<file path="config.mk">
export PLATFORM = sky130hd
export DESIGN_NAME = fetch_unit
export DESIGN_NICKNAME = d
export VERILOG_FILES = /design/src/rtl/fetch_pkg.sv /design/src/rtl/fetch_unit.sv
export SDC_FILE = /design/constraint.sdc
export NUM_CORES = 1
export LEC_CHECK = 0
export CORE_MARGIN = 2
export CORE_UTILIZATION = 38
export DETAILED_ROUTE_END_ITERATION = 6
export PLACE_DENSITY = 0.79
export SYNTH_ARGS = -nofsm -noshare
export SYNTH_HDL_FRONTEND = slang
export SYNTH_SLANG_ARGS = --single-unit
</file>
<file path="constraint.sdc">
create_clock -name clk -period 1.76 [get_ports clk]
set_clock_uncertainty 0.1 [all_clocks]
set_input_delay 0.264 -clock clk [delete_from_list [all_inputs] [get_ports clk]]
set_output_delay 0.264 -clock clk [all_outputs]
set_load 0.02 [all_outputs]
</file>
<file path="src/rtl/fetch_pkg.sv">
// rtl/fetch_pkg.sv - shared types and constants for the instruction-fetch stage
package fetch_pkg;

    typedef enum logic [1:0] {
        S_IDLE = 2'd0,
        S_REQ  = 2'd1,
        S_WAIT = 2'd2
    } fetch_state_e;

    localparam int          PC_INCR          = 4;
    localparam logic [31:0] DEFAULT_RESET_PC = 32'h0000_0000;

endpackage

</file>
<file path="src/rtl/fetch_unit.sv">
// rtl/fetch_unit.sv - PC owner and req/gnt/rvalid fetch FSM with branch redirect
// Optional misaligned-redirect fault output enabled by FETCH_MISALIGN_CHECK_EN.
module fetch_unit
    import fetch_pkg::*;
#(
    parameter int                ADDR_W   = 32,
    parameter int                DATA_W   = 32,
    parameter logic [ADDR_W-1:0] RESET_PC = ADDR_W'(DEFAULT_RESET_PC)
) (
`ifdef FETCH_MISALIGN_CHECK_EN
    output logic              fetch_fault,
`endif
    input  logic              clk,
    input  logic              reset,
    input  logic              en_fetch,
    input  logic              en_branch,
    input  logic              br_taken,
    input  logic [ADDR_W-1:0] br_target,
    output logic              imem_req,
    output logic [ADDR_W-1:0] imem_addr,
    input  logic              imem_gnt,
    input  logic              imem_rvalid,
    input  logic [DATA_W-1:0] imem_rdata,
    output logic [DATA_W-1:0] instr,
    output logic [ADDR_W-1:0] instr_pc,
    output logic              instr_valid,
    output logic              done,
    output logic              branch,
    output logic              busy
);

    fetch_state_e      state_q, state_d;
    logic [ADDR_W-1:0] pc_q, pc_d;
    logic [ADDR_W-1:0] addr_q, addr_d;
    logic [DATA_W-1:0] instr_q, instr_d;
    logic [ADDR_W-1:0] instr_pc_q, instr_pc_d;
    logic              valid_q, valid_d;
    logic              done_q, done_d;
    logic              branch_q, branch_d;
    logic              drop_q, drop_d;
    logic              fault_q, fault_d;
    logic              redirect;

    assign redirect = en_branch && br_taken;

    always_comb begin
        state_d    = state_q;
        pc_d       = pc_q;
        addr_d     = addr_q;
        instr_d    = instr_q;
        instr_pc_d = instr_pc_q;
        valid_d    = valid_q;
        done_d     = 1'b0;
        branch_d   = branch_q;
        drop_d     = drop_q;
        fault_d    = fault_q;

        // The FSM's first en_fetch after a redirect only acknowledges it.
        if (en_fetch && branch_q && !fault_q) begin
            branch_d = 1'b0;
        end

        case (state_q)
            S_IDLE: begin
                if (en_fetch && !branch_q && !en_branch && !fault_q) begin
                    state_d = S_REQ;
                    addr_d  = pc_q;
                    valid_d = 1'b0;
                end
            end
            S_REQ: begin
                if (imem_gnt) begin
                    state_d = S_WAIT;
                end
            end
            S_WAIT: begin
                if (imem_rvalid) begin
                    state_d = S_IDLE;
                    if (!drop_q) begin
                        instr_d    = imem_rdata;
                        instr_pc_d = pc_q;
                        valid_d    = 1'b1;
                        done_d     = 1'b1;
                        pc_d       = pc_q + ADDR_W'(PC_INCR);
                    end else begin
                        drop_d = 1'b0;
                    end
                end
            end
            default: state_d = S_IDLE;
        endcase

        // A redirect landing on the very cycle data returns wins over that data.
        if (redirect) begin
            branch_d = 1'b1;
            pc_d     = br_target;
            valid_d  = 1'b0;
            done_d   = 1'b0;
            drop_d   = (state_q == S_REQ) || ((state_q == S_WAIT) && !imem_rvalid);
`ifdef FETCH_MISALIGN_CHECK_EN
            if (br_target[1:0] != 2'b00) begin
                fault_d = 1'b1;
            end
`endif
        end
    end

    always_ff @(posedge clk or negedge reset) begin
        if (!reset) begin
            state_q    <= S_IDLE;
            pc_q       <= RESET_PC;
            addr_q     <= '0;
            instr_q    <= '0;
            instr_pc_q <= '0;
            valid_q    <= 1'b0;
            done_q     <= 1'b0;
            branch_q   <= 1'b0;
            drop_q     <= 1'b0;
        end else begin
            state_q    <= state_d;
            pc_q       <= pc_d;
            addr_q     <= addr_d;
            instr_q    <= instr_d;
            instr_pc_q <= instr_pc_d;
            valid_q    <= valid_d;
            done_q     <= done_d;
            branch_q   <= branch_d;
            drop_q     <= drop_d;
        end
    end

`ifdef FETCH_MISALIGN_CHECK_EN
    always_ff @(posedge clk or negedge reset) begin
        if (!reset) begin
            fault_q <= 1'b0;
        end else begin
            fault_q <= fault_d;
        end
    end
    assign fetch_fault = fault_q;
`else
    assign fault_q = 1'b0;
`endif

    assign imem_req    = (state_q == S_REQ);
    assign imem_addr   = addr_q;
    assign instr       = instr_q;
    assign instr_pc    = instr_pc_q;
    assign instr_valid = valid_q;
    assign done        = done_q;
    assign branch      = branch_q;
    assign busy        = (state_q != S_IDLE);

endmodule

</file>
=== Yosys cells after proc, flatten, opt, wreduce, memory -nomap -nowiden ===
Index checks and enable logic that the tools add are counted.

* Register bits: 134
* Bits of input ports: 71
* Logic and storage cells: 63

* Eq/ne operators: 9
* Muxes and demuxes: 22
* Bitwise gates (word level): 1
* $add $sub $neg: 1
* Reduce and logical (&&, ||, !) cells: 21

{| class="wikitable"
|+ Operators with widths
! operator !! number
|-
| $mux 32 || 4
|-
| $add 32x3->32 const B || 1
|-
| $mux 1 || 13
|-
| $ne 3x3->1 const B || 3
|-
| $reduce_and 3->1 || 3
|-
| $reduce_bool 2->1 || 4
|-
| $mux 2 || 3
|-
| $pmux 2 s3 || 1
|-
| $logic_and 1x1->1 || 5
|-
| $ne 2x1->1 const B || 2
|-
| $ne 2x2->1 const B || 2
|-
| $reduce_and 2->1 || 2
|-
| $reduce_and 4->1 || 1
|-
| $logic_not 1->1 || 3
|-
| $reduce_bool 3->1 || 1
|-
| $eq 2x1->1 const B || 1
|-
| $eq 2x2->1 const B || 1
|-
| $logic_not 2->1 || 1
|-
| $pmux 1 s2 || 1
|-
| $logic_or 1x1->1 || 1
|-
| $not 1->1 || 1
|}

=== Depth between registers and ports, before layout ===
* Word-level depth: 6
* Depth in mapped cells: 6
* Depth with buffers taken out: 4

=== Least setup slack after synthesis ===
OpenSTA, ideal clock, no wires.

* Path type: register -> register
* Start point: register state_q[1]
* End point: register addr_q[10], in the netlist imem_addr[10]
* Data arrival time: 1.823 ns
* Period minus slack after synthesis: 2.048 ns
* Slack: -0.288 ns
* Required time: 1.535 ns
* Stages on the path, launching flop included: 5
* Cells stage by stage: dfrtp_1 > or2_1 > nor4b_2 > buf_2 > mux2_2

* Cells in the longest elaborated chain, start to end: 2

{| class="wikitable"
|+ RTL lines
! item !! line !! text
|-
| start, declared || fetch_unit.sv:32 || <nowiki>fetch_state_e state_q, state_d;</nowiki>
|-
| start signal, assigned || fetch_unit.sv:120 || <nowiki>state_q <= state_d;</nowiki>
|-
| $logic_not 2->1 || fetch_unit.sv:63 || <nowiki>case (state_q)</nowiki>
|-
| $reduce_and 2->1 (no line) || -- ||
|-
| end signal, assigned || fetch_unit.sv:122 || <nowiki>addr_q <= addr_d;</nowiki>
|-
| end, declared || fetch_unit.sv:34 || <nowiki>logic [ADDR_W-1:0] addr_q, addr_d;</nowiki>
|}

Every way passes these cells.
A chain may end at the register's enable or synchronous reset.

=== Final worst setup path ===
* Start point: register drop_q
* End point: register pc_q[24]

* Cells in the longest elaborated chain, start to end: 2

{| class="wikitable"
|+ RTL lines
! item !! line !! text
|-
| start, declared || fetch_unit.sv:40 || <nowiki>logic drop_q, drop_d;</nowiki>
|-
| start signal, assigned || fetch_unit.sv:128 || <nowiki>drop_q <= drop_d;</nowiki>
|-
| $ne 2x1->1 (no line) || -- ||
|-
| $reduce_and 3->1 (no line) || -- ||
|-
| end signal, assigned || fetch_unit.sv:121 || <nowiki>pc_q <= pc_d;</nowiki>
|-
| end, declared || fetch_unit.sv:33 || <nowiki>logic [ADDR_W-1:0] pc_q, pc_d;</nowiki>
|}

Every way passes these cells.

==> results.txt <==
For the worst flop-to-flop path, the logic depth is 5. The total CTS buffers is 17. The maximum ir drop on the vdd rail is 0.691 mV.

The worst register-to-register path ends at pc_q[24]$_DFFE_PN0P_. The remaining antenna violation count came out at 0. The overall power of the completed layout is 13.1 mW. The first global-routing pass estimated 26.6 mm of wire. The final wirelength came out at 16.9 mm. In this run the vertical extent of the chip is 126 um. The net count of the finished layout came out at around 890. The number of design-rule violations left by the first detailed-router iteration is 270. STA classifies the critical path endpoint as a flop. The worst setup path is launched from a flop. The H-tree was split into 4 levels. After synthesis, the largest area contributor takes up 58.9% of total cell area. Summing the areas of all compound-gate instances in the mapped netlist gives roughly 6.4% of the synthesized area. Walking the worst path, the cells encountered are and4bb_4 -> nand4_1 -> buf_6 -> or4_4 -> a31oi_4. The final number of max-transition violations is 0.

The half-perimeter wire length after placement is 11.6 mm. The placeable core region is between 10,000 and 15,000 um2. The peak per-stage delay on the critical path came out at 0.42 ns. The simple-gate share of the synthesized area is 23.7%. The number of inserted filler cells in the final layout is 1,178. The adder-cell share of the synthesized area came out at less than 1%.

The reg2reg setup slack came out at -0.16 ns. At the later pin of the worst-skew pair, clock insertion delay measures 0.41 ns. The layout-stage area growth over the synthesis result came out at 56.2%. For this run, the leading register cell type out of synthesis is sky130_fd_sc_hd__dfrtp_1. Setup repair after global routing could not meet its margin everywhere. The overall fraction of global-route tracks in use came out at a little over a fifth. The count of endpoints failing setup in the final report is around 50. During placement, the flow inserted port buffers numbering 171. The via count of the first global-routing pass is 5,139. The async set or reset register ratio after synthesis is 100%. Pin placement for this block handled 172 I/O pins. Across all setup checks in the final design, the least slack found is -0.162 ns.

The net count after synthesis came out at 647. The critical path data arrival time is 2.16 ns. Before antenna repair, the detailed router went through 5 iterations. The sum of overflow across all layers after global routing came out at 0. The horizontal extent of the die is between 100 and 150 um. Summing every instance area after synthesis gives 5700 um2. The antenna diode count is 0. The xor and xnor area share after synthesis came out at 1.38%.

The tree is rooted in a sky130_fd_sc_hd__clkbuf_16. The DRC violation count after routing came out at 0. The relative slew slack is between 60% and 70%. The checks that failed: negative setup slack. A synthesized cell averages just under 10 um2. For this design the static power due to leakage is 4.69 nW. The area enclosed by the die boundary came out at 16,000 um2. In this run the worst hold path is classified as input port to asynchronous set/reset pin. The timing-limited maximum frequency came out at 520 MHz. Broken down by cell family, the worst path's largest delay share belongs to simple AND/OR/NAND/NOR gates.

The cell count after synthesis came out at about 580. The initial antenna violation count came out at 0. The final critical path takes up 109% of the cycle. By area, the combinational part of the netlist is dominated by simple AND/OR/NAND/NOR gates. The synthesized design spends more area on one cell type than any other, namely sky130_fd_sc_hd__dfrtp_1. The count of final hold-check violations was 0. The maximum clock insertion buffer count is 2. The final critical delay including setup and external delays came out at 1.92 ns. The multiplexer area fraction after synthesis came out at 6.70%. The pin count of the biggest net entering global routing came out at between 50 and 60. At the end of routability-driven placement, the weighted congestion stood at 0.853. In the post-synthesis netlist, the biggest area contributors are sky130_fd_sc_hd__dfrtp_1, sky130_fd_sc_hd__nand2_1, sky130_fd_sc_hd__mux2_2, sky130_fd_sc_hd__a31oi_1, sky130_fd_sc_hd__or4_1. The tree built by TritonCTS fans out to 134 sinks. The worst-path maximum fanout is 6.

The number of max-cap violations came out at 0. The clock edge transition at the registers on the reported setup and hold paths came out at around 0.050 ns. For this block, the via count after detailed routing is 5,148. The Yosys step of the flow raised 0 warnings. At the pin with the least slew margin, the transition time is 0.570 ns.

The areal power density over the cells came out at 1470 nW/um2. Synthesis inferred 134 register bits. Sequential elements use 58.9% of the synthesized area. The slowest stage of the critical path belongs to the cell sky130_fd_sc_hd__or4_4. The number of synthesized flops with an enable pin came out at 0. The worst setup path is of the flop to flop kind. TritonCTS built the clock tree. Dividing the detail-routed via count by the number of cells gives 5.10.

The initial utilization of the core area, before any placement, comes to around two fifths. The count of cell types in the netlist came out at 40. The required time of the worst setup path came out at 2.00 ns. The share of post-route cells with drive strength above 1 is 19.4%.

The start of the worst register-to-register path is drop_q$_DFFE_PN0P_. The mean routed wirelength per cell came out at 16.8 um. The flow ran to the end, but the final reports show violations. The number of buffer and inverter stages on the critical path is 1. Row generation in the floorplan step produced 44 rows. Setup total negative slack on the finished layout was measured at -3.51 ns.
[cell type report]
| cell class | instances | area [um2] | share of cell area (%) |
|---|---|---|---|
| inverters | 7 | 26.3 | 0.295 |
| clock buffers | 25 | 515 | 5.79 |
| clock inverters | 4 | 20.0 | 0.225 |
| well taps | 184 | 230 | 2.59 |
| repair buffers | 253 | 2470 | 27.8 |
| flip-flops and latches | 134 | 3350 | 37.7 |
| multi-input cells | 402 | 2280 | 25.6 |
[where the power goes]
group          switching, mW  internal (mW)
Sequential             0.593           4.20
Clock                   1.22           1.99
Combinational           2.75           2.33
Total                   4.57           8.51
[worst max path at each step]
| stage | start | to | slack (ns) | cells past startpoint |
|---|---|---|---|---|
| 2_1_floorplan | state_q[1]$_DFFE_PN0P_ | imem_addr[12]$_DFFE_PN0P_ | -0.19 | 4 |
| 3_3_place_gp | imem_rvalid | pc_q[20]$_DFFE_PN0P_ | -0.50 | 6 |
| 3_5_place_dp | imem_rvalid | pc_q[20]$_DFFE_PN0P_ | -0.52 | 6 |
| 4_1_cts | state_q[0]$_DFFE_PN0P_ | pc_q[24]$_DFFE_PN0P_ | -0.13 | 5 |
| 5_1_grt | state_q[1]$_DFFE_PN0P_ | pc_q[30]$_DFFE_PN0P_ | -0.22 | 5 |
| 6_report | drop_q$_DFFE_PN0P_ | pc_q[24]$_DFFE_PN0P_ | -0.16 | 5 |
[sequential cells by signal, summed over array words and instances, names as in the netlist]
name and count:
drop_q 1, done 1, state_q 2, instr_pc 32, branch 1, pc_q 32, instr_valid 1, instr 32
imem_addr 32
[cell usage after synthesis (6+ instances only)]
| cell type | count |
|---|---|
| sky130_fd_sc_hd__buf_1 | 6 |
| sky130_fd_sc_hd__dfrtp_1 | 134 |
| sky130_fd_sc_hd__xor2_1 | 7 |
| sky130_fd_sc_hd__nor2_1 | 22 |
| sky130_fd_sc_hd__nand4_1 | 11 |
| sky130_fd_sc_hd__or4_1 | 15 |
| sky130_fd_sc_hd__mux2_2 | 31 |
| sky130_fd_sc_hd__nand2_1 | 213 |
| sky130_fd_sc_hd__o31ai_1 | 12 |
| sky130_fd_sc_hd__a31oi_1 | 18 |
| sky130_fd_sc_hd__inv_1 | 7 |
| sky130_fd_sc_hd__o21ai_0 | 20 |
| sky130_fd_sc_hd__clkbuf_1 | 19 |
| sky130_fd_sc_hd__buf_2 | 7 |
| sky130_fd_sc_hd__nand3_1 | 11 |
[kinds of logic after synthesis]
logic type      Yosys count
simple gates            300
flops                   134
compound gates           58
buf+inv                  39
mux                      34
xor+xnor                  9
fa+ha+maj                 1
[metrics by stage]
stage,instances,hold WS [ns],utilization (%),worst slack (ns),cell area (um2)
after global routing,1009,0.270,61.0,-0.219,8900
after floorplan,575,-0.132,-,-0.190,5720
after global placement,965,0.112,55.4,-0.503,8080
after detailed placement,965,0.116,55.4,-0.521,8080
after CTS,1003,0.237,59.4,-0.134,8670
final,1009,0.235,61.0,-0.162,8900
[layer usage]
layer / part of all wire, % / vias up / track usage (%)
met5: 0 / - / 0
met4: 2.4 / 0 / 8.40
li1: - / 2433 / -
met1: 43 / 2554 / 27.2
met2: 50 / 131 / 34.9
met3: 4.1 / 30 / 5.19
[layout by cell type (no fill, tap or decap), types with 8 or more instances in the layout]
| cell type | netlist | layout |
|---|---|---|
| sky130_fd_sc_hd__clkdlybuf4s50_1 | 0 | 80 |
| sky130_fd_sc_hd__mux2_2 | 31 | 31 |
| sky130_fd_sc_hd__o21ai_0 | 20 | 12 |
| sky130_fd_sc_hd__nor2_1 | 22 | 22 |
| sky130_fd_sc_hd__dlygate4sd2_1 | 0 | 34 |
| sky130_fd_sc_hd__or4_1 | 15 | 12 |
| sky130_fd_sc_hd__dfrtp_1 | 134 | 134 |
| sky130_fd_sc_hd__clkbuf_16 | 0 | 17 |
| sky130_fd_sc_hd__buf_4 | 0 | 75 |
| sky130_fd_sc_hd__o31ai_1 | 12 | 9 |
| sky130_fd_sc_hd__nand2_1 | 213 | 213 |
| sky130_fd_sc_hd__dlymetal6s2s_1 | 0 | 54 |
| sky130_fd_sc_hd__nand3_1 | 11 | 10 |
| sky130_fd_sc_hd__nand4_1 | 11 | 11 |
| sky130_fd_sc_hd__o21ai_1 | 0 | 8 |
| sky130_fd_sc_hd__a31oi_1 | 18 | 17 |
[repair_timing]
action,CTS,global route
cloned,1,0
hold buffers,1,0
pin swaps,8,13
resized for setup,50,76
endpoints found under the hold margin,39,0
setup endpoints to repair,82,113
setup buffers,7,7
Power figures use the tool's default switching activity.
